$ cat src/rtl/id_stage.sv
// -----------------------------------------------------------------------------
// id_stage -- instruction-decode stage of the 5-stage MIPS-lite pipeline.
//
// Takes the IF/ID buffer (pc + 32-bit instruction), decodes it, reads the
// 32x32 register file (with write-through from WB), and registers the result
// into the ID/EX buffer together with the forwarding selects for both source
// operands. Load-use hazards stall IF for exactly one cycle; a branch flush
// from EX squashes the instruction in ID; HALT parks the stage until reset.
//
// Ports
//   clk, reset                 rising-edge clock, async active-high reset
//   if_valid, if_pc, if_instr  IF/ID buffer
//   flush                      branch taken in EX, squash ID this cycle
//   wb_we, wb_rd, wb_data      register-file write port from WB
//   stall                      combinational, hold PC and IF/ID buffer
//   id_*                       registered ID/EX buffer (id_valid=0 -> bubble)
//   fwd_a, fwd_b               operand source: 00 RF, 01 EX/MEM, 10 MEM/WB
//   halted                     HALT has issued; stage idle until reset
//
// Handshake: the IF/ID entry is consumed at a rising edge when if_valid=1 and
// stall=0. flush or halted discards the entry without stalling. Every edge
// loads the ID/EX buffer, with a bubble whenever nothing was consumed.
// -----------------------------------------------------------------------------
module id_stage #(
    parameter int DATA           = 32,
    parameter int ADDRESSWIDTH   = 32,
    parameter int REGISTERNUMBER = 32
) (
    input  logic                    clk,
    input  logic                    reset,
    input  logic                    if_valid,
    input  logic [ADDRESSWIDTH-1:0] if_pc,
    input  logic [31:0]             if_instr,
    input  logic                    flush,
    input  logic                    wb_we,
    input  logic [4:0]              wb_rd,
    input  logic [DATA-1:0]         wb_data,
    output logic                    stall,
    output logic                    id_valid,
    output logic [ADDRESSWIDTH-1:0] id_pc,
    output logic [5:0]              id_opcode,
    output logic [4:0]              id_rs,
    output logic [4:0]              id_rt,
    output logic [4:0]              id_dest,
    output logic [DATA-1:0]         id_rs_val,
    output logic [DATA-1:0]         id_rt_val,
    output logic [DATA-1:0]         id_imm,
    output logic                    id_reg_we,
    output logic                    id_mem_we,
    output logic                    id_load,
    output logic                    id_use_imm,
    output logic                    id_branch,
    output logic                    id_jump,
    output logic                    id_halt,
    output logic [1:0]              fwd_a,
    output logic [1:0]              fwd_b,
    output logic                    halted
);

    // Opcodes
    localparam logic [5:0] OP_ADD  = 6'h00;
    localparam logic [5:0] OP_ADDI = 6'h01;
    localparam logic [5:0] OP_SUB  = 6'h02;
    localparam logic [5:0] OP_SUBI = 6'h03;
    localparam logic [5:0] OP_MUL  = 6'h04;
    localparam logic [5:0] OP_MULI = 6'h05;
    localparam logic [5:0] OP_OR   = 6'h06;
    localparam logic [5:0] OP_ORI  = 6'h07;
    localparam logic [5:0] OP_AND  = 6'h08;
    localparam logic [5:0] OP_ANDI = 6'h09;
    localparam logic [5:0] OP_XOR  = 6'h0A;
    localparam logic [5:0] OP_XORI = 6'h0B;
    localparam logic [5:0] OP_LDW  = 6'h0C;
    localparam logic [5:0] OP_STW  = 6'h0D;
    localparam logic [5:0] OP_BZ   = 6'h0E;
    localparam logic [5:0] OP_BEQ  = 6'h0F;
    localparam logic [5:0] OP_JR   = 6'h10;
    localparam logic [5:0] OP_HALT = 6'h11;

    localparam logic [1:0] FWD_RF  = 2'b00;
    localparam logic [1:0] FWD_EX  = 2'b01;
    localparam logic [1:0] FWD_MEM = 2'b10;

    // -------------------------------------------------------------------------
    // Field extraction
    // -------------------------------------------------------------------------
    logic [5:0] opcode;
    logic [4:0] rs, rt, rd;
    logic [15:0] imm16;

    assign opcode = if_instr[31:26];
    assign rs     = if_instr[25:21];
    assign rt     = if_instr[20:16];
    assign rd     = if_instr[15:11];
    assign imm16  = if_instr[15:0];

    // -------------------------------------------------------------------------
    // Control decode. Unknown opcodes fall through to a NOP: still a valid
    // entry, but every control bit stays 0.
    // -------------------------------------------------------------------------
    logic dec_reg_we, dec_mem_we, dec_load, dec_use_imm;
    logic dec_branch, dec_jump, dec_halt, dec_rtype;
    logic reads_rs, reads_rt;
    logic [4:0] dec_dest;

    always_comb begin
        dec_reg_we  = 1'b0;
        dec_mem_we  = 1'b0;
        dec_load    = 1'b0;
        dec_use_imm = 1'b0;
        dec_branch  = 1'b0;
        dec_jump    = 1'b0;
        dec_halt    = 1'b0;
        dec_rtype   = 1'b0;
        reads_rs    = 1'b0;
        reads_rt    = 1'b0;
        case (opcode)
            OP_ADD, OP_SUB, OP_MUL, OP_OR, OP_AND, OP_XOR: begin
                dec_reg_we = 1'b1;
                dec_rtype  = 1'b1;
                reads_rs   = 1'b1;
                reads_rt   = 1'b1;
            end
            OP_ADDI, OP_SUBI, OP_MULI, OP_ORI, OP_ANDI, OP_XORI: begin
                dec_reg_we  = 1'b1;
                dec_use_imm = 1'b1;
                reads_rs    = 1'b1;
            end
            OP_LDW: begin
                dec_reg_we  = 1'b1;
                dec_load    = 1'b1;
                dec_use_imm = 1'b1;
                reads_rs    = 1'b1;
            end
            OP_STW: begin
                dec_mem_we  = 1'b1;
                dec_use_imm = 1'b1;
                reads_rs    = 1'b1;
                reads_rt    = 1'b1;
            end
            OP_BZ: begin
                dec_branch = 1'b1;
                reads_rs   = 1'b1;
            end
            OP_BEQ: begin
                dec_branch = 1'b1;
                reads_rs   = 1'b1;
                reads_rt   = 1'b1;
            end
            OP_JR: begin
                dec_jump = 1'b1;
                reads_rs = 1'b1;
            end
            OP_HALT: begin
                dec_halt = 1'b1;
            end
            default: ;
        endcase
    end

    // R-type writes rd; everything else names its target in rt.
    assign dec_dest = dec_rtype ? rd : rt;

    // -------------------------------------------------------------------------
    // Register file with write-through: a same-cycle WB write to the register
    // being read is returned directly so WB and ID never race.
    // -------------------------------------------------------------------------
    logic [DATA-1:0] rf_q [0:REGISTERNUMBER-1];
    logic [DATA-1:0] rs_val, rt_val;

    assign rs_val = (rs == 5'd0) ? '0 :
                    (wb_we && (wb_rd == rs)) ? wb_data : rf_q[rs];
    assign rt_val = (rt == 5'd0) ? '0 :
                    (wb_we && (wb_rd == rt)) ? wb_data : rf_q[rt];

    always_ff @(posedge clk or posedge reset) begin
        if (reset) begin
            for (int i = 0; i < REGISTERNUMBER; i++) begin
                rf_q[i] <= '0;
            end
        end else if (wb_we && (wb_rd != 5'd0)) begin
            rf_q[wb_rd] <= wb_data;
        end
    end

    // -------------------------------------------------------------------------
    // Producer tracker. The EX slot is the ID/EX buffer itself; the MEM slot
    // is a one-cycle-delayed copy of the fields that matter for hazards.
    // -------------------------------------------------------------------------
    logic       id_valid_q, id_reg_we_q, id_load_q;
    logic [4:0] id_dest_q;
    logic       mem_valid_q, mem_reg_we_q;
    logic [4:0] mem_dest_q;
    logic       halted_q;

    // -------------------------------------------------------------------------
    // Hazard detection. r0 never matches because a load to r0 is excluded
    // and forwarding lookups are skipped for source index 0.
    // -------------------------------------------------------------------------
    logic load_use, accept, issue;

    assign load_use = id_valid_q && id_load_q && (id_dest_q != 5'd0) &&
                      ((reads_rs && (rs == id_dest_q)) ||
                       (reads_rt && (rt == id_dest_q)));

    // flush and halted win over stall: the entry is dropped, not held.
    assign accept = if_valid && !flush && !halted_q;
    assign stall  = accept && load_use;
    assign issue  = accept && !load_use;

    // Forwarding select for one source operand. A load sitting in EX cannot
    // supply data yet; that case is covered by the stall, after which the
    // load has moved to MEM and the MEM/WB path is picked instead.
    function automatic logic [1:0] fwd_sel(input logic       reads,
                                           input logic [4:0] src,
                                           input logic       ex_v,
                                           input logic       ex_we,
                                           input logic       ex_ld,
                                           input logic [4:0] ex_dst,
                                           input logic       mem_v,
                                           input logic       mem_we,
                                           input logic [4:0] mem_dst);
        logic [1:0] sel;
        sel = FWD_RF;
        if (reads && (src != 5'd0)) begin
            if (ex_v && ex_we && !ex_ld && (ex_dst == src)) begin
                sel = FWD_EX;
            end else if (mem_v && mem_we && (mem_dst == src)) begin
                sel = FWD_MEM;
            end
        end
        return sel;
    endfunction

    logic [1:0] fwd_a_sel, fwd_b_sel;

    assign fwd_a_sel = fwd_sel(reads_rs, rs, id_valid_q, id_reg_we_q, id_load_q,
                               id_dest_q, mem_valid_q, mem_reg_we_q, mem_dest_q);
    assign fwd_b_sel = fwd_sel(reads_rt, rt, id_valid_q, id_reg_we_q, id_load_q,
                               id_dest_q, mem_valid_q, mem_reg_we_q, mem_dest_q);

    // -------------------------------------------------------------------------
    // ID/EX next state: either the decoded instruction or an all-zero bubble.
    // -------------------------------------------------------------------------
    logic                    id_valid_d, id_reg_we_d, id_load_d;
    logic [ADDRESSWIDTH-1:0] id_pc_d, id_pc_q;
    logic [5:0]              id_opcode_d, id_opcode_q;
    logic [4:0]              id_rs_d, id_rs_q, id_rt_d, id_rt_q, id_dest_d;
    logic [DATA-1:0]         id_rs_val_d, id_rs_val_q, id_rt_val_d, id_rt_val_q;
    logic [DATA-1:0]         id_imm_d, id_imm_q;
    logic                    id_mem_we_d, id_mem_we_q, id_use_imm_d, id_use_imm_q;
    logic                    id_branch_d, id_branch_q, id_jump_d, id_jump_q;
    logic                    id_halt_d, id_halt_q;
    logic [1:0]              fwd_a_d, fwd_a_q, fwd_b_d, fwd_b_q;
    logic                    halted_d;

    always_comb begin
        id_valid_d   = 1'b0;
        id_pc_d      = '0;
        id_opcode_d  = '0;
        id_rs_d      = '0;
        id_rt_d      = '0;
        id_dest_d    = '0;
        id_rs_val_d  = '0;
        id_rt_val_d  = '0;
        id_imm_d     = '0;
        id_reg_we_d  = 1'b0;
        id_mem_we_d  = 1'b0;
        id_load_d    = 1'b0;
        id_use_imm_d = 1'b0;
        id_branch_d  = 1'b0;
        id_jump_d    = 1'b0;
        id_halt_d    = 1'b0;
        fwd_a_d      = FWD_RF;
        fwd_b_d      = FWD_RF;
        halted_d     = halted_q;
        if (issue) begin
            id_valid_d   = 1'b1;
            id_pc_d      = if_pc;
            id_opcode_d  = opcode;
            id_rs_d      = rs;
            id_rt_d      = rt;
            id_dest_d    = dec_dest;
            id_rs_val_d  = rs_val;
            id_rt_val_d  = rt_val;
            id_imm_d     = {{(DATA-16){imm16[15]}}, imm16};
            id_reg_we_d  = dec_reg_we;
            id_mem_we_d  = dec_mem_we;
            id_load_d    = dec_load;
            id_use_imm_d = dec_use_imm;
            id_branch_d  = dec_branch;
            id_jump_d    = dec_jump;
            id_halt_d    = dec_halt;
            fwd_a_d      = fwd_a_sel;
            fwd_b_d      = fwd_b_sel;
            halted_d     = halted_q | dec_halt;
        end
    end

    always_ff @(posedge clk or posedge reset) begin
        if (reset) begin
            id_valid_q   <= 1'b0;
            id_pc_q      <= '0;
            id_opcode_q  <= '0;
            id_rs_q      <= '0;
            id_rt_q      <= '0;
            id_dest_q    <= '0;
            id_rs_val_q  <= '0;
            id_rt_val_q  <= '0;
            id_imm_q     <= '0;
            id_reg_we_q  <= 1'b0;
            id_mem_we_q  <= 1'b0;
            id_load_q    <= 1'b0;
            id_use_imm_q <= 1'b0;
            id_branch_q  <= 1'b0;
            id_jump_q    <= 1'b0;
            id_halt_q    <= 1'b0;
            fwd_a_q      <= FWD_RF;
            fwd_b_q      <= FWD_RF;
            mem_valid_q  <= 1'b0;
            mem_reg_we_q <= 1'b0;
            mem_dest_q   <= '0;
            halted_q     <= 1'b0;
        end else begin
            id_valid_q   <= id_valid_d;
            id_pc_q      <= id_pc_d;
            id_opcode_q  <= id_opcode_d;
            id_rs_q      <= id_rs_d;
            id_rt_q      <= id_rt_d;
            id_dest_q    <= id_dest_d;
            id_rs_val_q  <= id_rs_val_d;
            id_rt_val_q  <= id_rt_val_d;
            id_imm_q     <= id_imm_d;
            id_reg_we_q  <= id_reg_we_d;
            id_mem_we_q  <= id_mem_we_d;
            id_load_q    <= id_load_d;
            id_use_imm_q <= id_use_imm_d;
            id_branch_q  <= id_branch_d;
            id_jump_q    <= id_jump_d;
            id_halt_q    <= id_halt_d;
            fwd_a_q      <= fwd_a_d;
            fwd_b_q      <= fwd_b_d;
            // EX slot moves to MEM every cycle, bubbles included.
            mem_valid_q  <= id_valid_q;
            mem_reg_we_q <= id_reg_we_q;
            mem_dest_q   <= id_dest_q;
            halted_q     <= halted_d;
        end
    end

    assign id_valid   = id_valid_q;
    assign id_pc      = id_pc_q;
    assign id_opcode  = id_opcode_q;
    assign id_rs      = id_rs_q;
    assign id_rt      = id_rt_q;
    assign id_dest    = id_dest_q;
    assign id_rs_val  = id_rs_val_q;
    assign id_rt_val  = id_rt_val_q;
    assign id_imm     = id_imm_q;
    assign id_reg_we  = id_reg_we_q;
    assign id_mem_we  = id_mem_we_q;
    assign id_load    = id_load_q;
    assign id_use_imm = id_use_imm_q;
    assign id_branch  = id_branch_q;
    assign id_jump    = id_jump_q;
    assign id_halt    = id_halt_q;
    assign fwd_a      = fwd_a_q;
    assign fwd_b      = fwd_b_q;
    assign halted     = halted_q;

endmodule

$ cat config.mk
export PLATFORM = sky130hd
export DESIGN_NAME = id_stage
export DESIGN_NICKNAME = d
export VERILOG_FILES = /design/src/rtl/id_stage.sv
export SDC_FILE = /design/constraint.sdc
export NUM_CORES = 2
export LEC_CHECK = 0
export CORE_MARGIN = 2
export CORE_UTILIZATION = 50
export DETAILED_ROUTE_END_ITERATION = 7
export PLACE_DENSITY = 0.7
export SYNTH_ARGS = -nofsm -noshare
export SYNTH_HDL_FRONTEND = slang
export SYNTH_SLANG_ARGS = --single-unit
$ cat constraint.sdc
create_clock -name clk -period 43.3 [get_ports clk]
set_input_delay 8.66 -clock clk [delete_from_list [all_inputs] [get_ports clk]]
set_output_delay 8.66 -clock clk [all_outputs]
set_load 0.01 [all_outputs]
==> tab_implementation.tex <==
\begin{tabular}{lr}
\hline
Metric & Value \\
\hline
\multicolumn{2}{l}{\textbf{Global routing}} \\
Number of global-route vias before repair & about 42000 \\
Total routing usage reported by global routing & 0.3188 \\
Total global routing overflow & 0 \\
Number of antenna violations at the first check in global routing & 7 \\
Global-route wire length before repair & 290800 um \\
Largest net degree at the start of global routing & 175 \\
\multicolumn{2}{l}{\textbf{Yosys}} \\
Post-Synthesis Cell Area & 0.06076 mm2 \\
Register bit count reported by yosys & 1177 \\
Most numerous cell in the Yosys netlist & sky130\_fd\_sc\_hd\_\_dfrtp\_1 \\
Synth unique cells & 61 \\
Post-synthesis average cell area & between 10 and 15 um2 \\
Cell types with the largest area share after synthesis & sky130\_fd\_sc\_hd\_\_dfrtp\_1 (48\%), sky130\_fd\_sc\_hd\_\_mux2\_2 (19\%), sky130\_fd\_sc\_hd\_\_mux4\_2 (13\%) \\
Total nets after synthesis & 4446 \\
Dominant register cell in the synthesized netlist & sky130\_fd\_sc\_hd\_\_dfrtp\_1 \\
Fraction of registers with async set or reset after synthesis & 1.000 \\
Synthesis Warnings & 0 \\
Sequential-to-total area share from yosys stat & 0.4847 \\
Most used standard cells in the synthesized netlist & sky130\_fd\_sc\_hd\_\_dfrtp\_1 (1177), sky130\_fd\_sc\_hd\_\_mux2\_2 (1018), sky130\_fd\_sc\_hd\_\_mux4\_2 (362) \\
Instance count of the mapped netlist & 4340 \\
Area share of the largest cell type after synthesis & 0.4847 \\
Largest area contributor in the synthesized netlist & sky130\_fd\_sc\_hd\_\_dfrtp\_1 \\
Post-synth EDFFs & 0 \\
\multicolumn{2}{l}{\textbf{Critical path}} \\
Critical Path RT & between 30 and 40 ns \\
Data arrival, critical path & 10.88 ns \\
Crit path launch type & input pin \\
Type of the setup path with the least slack & in -> out \\
Maximum fanout along the worst path & 10 \\
Element type at the critical path end & primary output \\
\multicolumn{2}{l}{\textbf{Placed design}} \\
Number of instances in the placed design & 5833 \\
Port buffer count & 268 \\
Final estimated routing congestion in global placement & 0.8526 \\
DP HPWL & 110600 um \\
Setup slack at placement & 23.80 ns \\
\multicolumn{2}{l}{\textbf{CTS}} \\
Clock tree root buffer cell & sky130\_fd\_sc\_hd\_\_clkbuf\_16 \\
Clock tree from TritonCTS & done \\
Maximum count of clock buffers along a single path & 3 \\
Post-CTS setup-driven buffer insertion count & 0 \\
H-tree depth reported by CTS & 3 \\
Post-CTS clock slew at the launch and capture registers of the worst setup and hold paths & 0.06 ns \\
Resize count post-CTS & 0 \\
CTS Sinks & 1177 \\
Number of hold-repair buffers added at the cts stage & 0 \\
Clock insertion delay at the later pin of the skew report & 0.73 ns \\
TritonCTS buffer count & 120 \\
\multicolumn{2}{l}{\textbf{Outcome}} \\
Outcome & finished clean \\
\multicolumn{2}{l}{\textbf{Timing}} \\
Final setup violation count & 0 \\
Transition time at the pin with the least slew margin & 1.314 ns \\
Maximum clock skew at final layout & 0.03294 ns \\
Unrepaired setup endpoints after global routing & false \\
Final Hold Violating Endpoints & 0 \\
Setup slack after layout & 23.76 ns \\
Post-route clock period utilization & 0.4513 \\
Slew Viols, Final & 0 \\
Final TNS setup & 0 ns \\
Fmax & 51.17 MHz \\
Worst slew slack as a fraction of its limit & 0.1213 \\
Min Clock Period, post-route & 19.54 ns \\
\multicolumn{2}{l}{\textbf{Die}} \\
CORE AREA & 0.1203 mm2 \\
X dimension of the die & approximately 350 um \\
Number of placement rows & 127 \\
Die height & 352.6 um \\
Count of boundary I/O pins & 269 \\
Initial cell density of the core & 0.5051 \\
Floorplan die area & 0.1243 mm2 \\
\multicolumn{2}{l}{\textbf{Power and ir drop}} \\
Peak supply drop & 0.04109 mV \\
Power density normalized to cell area & 45.25 mW/mm2 \\
Leakage power summed over all cells & about 0.030 uW \\
\multicolumn{2}{l}{\textbf{Drt}} \\
Via count & 41231 \\
Detail-routed via count per cell & approximately 7 \\
Detail-routed net length per standard cell & 32.93 um \\
Count of nets left with antenna violations after detail routing & 0 \\
Detailed-router iteration count before antenna repair & 6 \\
Routed wire length & between 150000 and 200000 um \\
DR iter-0 viols & roughly 5000 \\
Drc violations & 0 \\
\multicolumn{2}{l}{\textbf{Final layout}} \\
Post-layout utilization of the core & 0.5668 \\
Fraction of final layout cells with drive strength greater than 1 & 0.3924 \\
Non-Filler Instances & 6057 \\
Post-layout nets & 4449 \\
Area growth from synthesis to layout & 12.21\% \\
\multicolumn{2}{l}{\textbf{Hold path}} \\
Hold WC Path Type & reg -> reg \\
\multicolumn{2}{l}{\textbf{Flow run}} \\
Max-cap violation count & 0 \\
\hline
\end{tabular}
[worst paths after layout]
| path | slack (ns) | cells after the start | end | startpoint |
|---|---|---|---|---|
| max | 23.76 | 7 | stall | if_instr[26] |
| min | 0.40 | 0 | rf_q[1002]$_DFFE_PP0P_ | rf_q[1002]$_DFFE_PP0P_ |
| max reg2reg | 38.21 | 9 | id_rs_val[3]$_DFF_PP0_ | id_dest[1]$_DFF_PP0_ |
| min reg2reg | 0.40 | 0 | rf_q[1002]$_DFFE_PP0P_ | rf_q[1002]$_DFFE_PP0P_ |
| max in group asynchronous | 31.60 | 5 | rf_q[150]$_DFFE_PP0P_ | reset |
| min in group asynchronous | 8.48 | 2 | id_pc[5]$_DFF_PP0_ | reset |
[layout by cell type (no fill, tap or decap), drive strengths merged, types with 4 or more instances in the layout]
cell type / count
a211oi: 18
a21oi: 117
a221o: 35
a221oi: 67
a22o: 7
a22oi: 76
a311oi: 7
a31oi: 13
a32o: 15
a41oi: 4
and2: 69
and3: 8
and3b: 4
buf: 109
bufinv: 10
clkbuf: 178
clkdlybuf4s50: 258
clkinv: 29
dfrtp: 1177
inv: 14
mux2: 1018
mux2i: 318
mux4: 362
nand2: 106
nand2b: 18
nand3: 34
nand3b: 4
nand4: 9
nor2: 66
nor2b: 9
nor3: 54
nor3b: 7
nor4: 5
o2111ai: 7
o211ai: 10
o21ai: 98
o22ai: 7
o2bb2ai: 43
xnor2: 15
xor2: 15
[where the power goes]
group	internal [uW]	switching, uW
Sequential	1290	137
Clock	631	449
Combinational	333	249
Total	2250	834
[through the flow]
step	total power [uW]	area [um2]	hold slack, ns
finish	3085	68180	0.3988
global placement	1987	64090	0.3764
detailed placement	2012	64090	0.3836
global route	3204	68170	0.4118
CTS	3089	68170	0.3977
floorplan	1849	60760	0.4348
[per-layer routing]
metal	routed length, um	share of wire	track usage	up-vias
li1	-	-	-	16460
met1	82400	0.41	0.4471	21971
met2	88240	0.44	0.4742	2288
met3	20100	0.10	0.08124	504
met4	8649	0.043	0.1321	8
met5	58	0.00029	0	-
[cell type report]
| cell class | instances | area (um2) |
|---|---|---|
| repair buffers | 367 | 3495 |
| diodes | 3 | 7.507 |
| well taps | 1612 | 2017 |
| flip-flops and latches | 1177 | 29450 |
| fillers | 9614 | 52110 |
| clock inverters | 43 | 483.0 |
| multi-input cells | 2666 | 29070 |
| clock buffers | 178 | 3605 |
| inverters | 11 | 48.80 |
[state kept, by name, summed over array words and instances (netlist names), 2 cells and up]
| register | cells |
|---|---|
| fwd_a | 2 |
| fwd_b | 2 |
| id_dest | 5 |
| id_imm | 16 |
| id_opcode | 6 |
| id_pc | 32 |
| id_rs | 5 |
| id_rs_val | 32 |
| id_rt | 5 |
| id_rt_val | 32 |
| mem_dest_q | 5 |
| rf_q | 1024 |
[critical path, stage by stage]
cell,delay [ns]
sky130_fd_sc_hd__clkdlybuf4s50_1,0.59
sky130_fd_sc_hd__o41ai_2,0.37
sky130_fd_sc_hd__nand2b_1,0.15
sky130_fd_sc_hd__nor4_1,0.26
sky130_fd_sc_hd__nor2_1,0.12
sky130_fd_sc_hd__and2b_1,0.20
sky130_fd_sc_hd__clkdlybuf4s50_1,0.54
[cell families after synthesis]
family                 Yosys count  synth area share
AND/OR/NAND/NOR                405           0.03371
multiplexers                  1698            0.3752
AO/OA/AOI/OAI                  533           0.06173
XOR/XNOR                        30          0.004324
flip-flops                    1177            0.4847
buffers and inverters          497           0.04030
No activity file was read; power rests on OpenSTA's default activity.
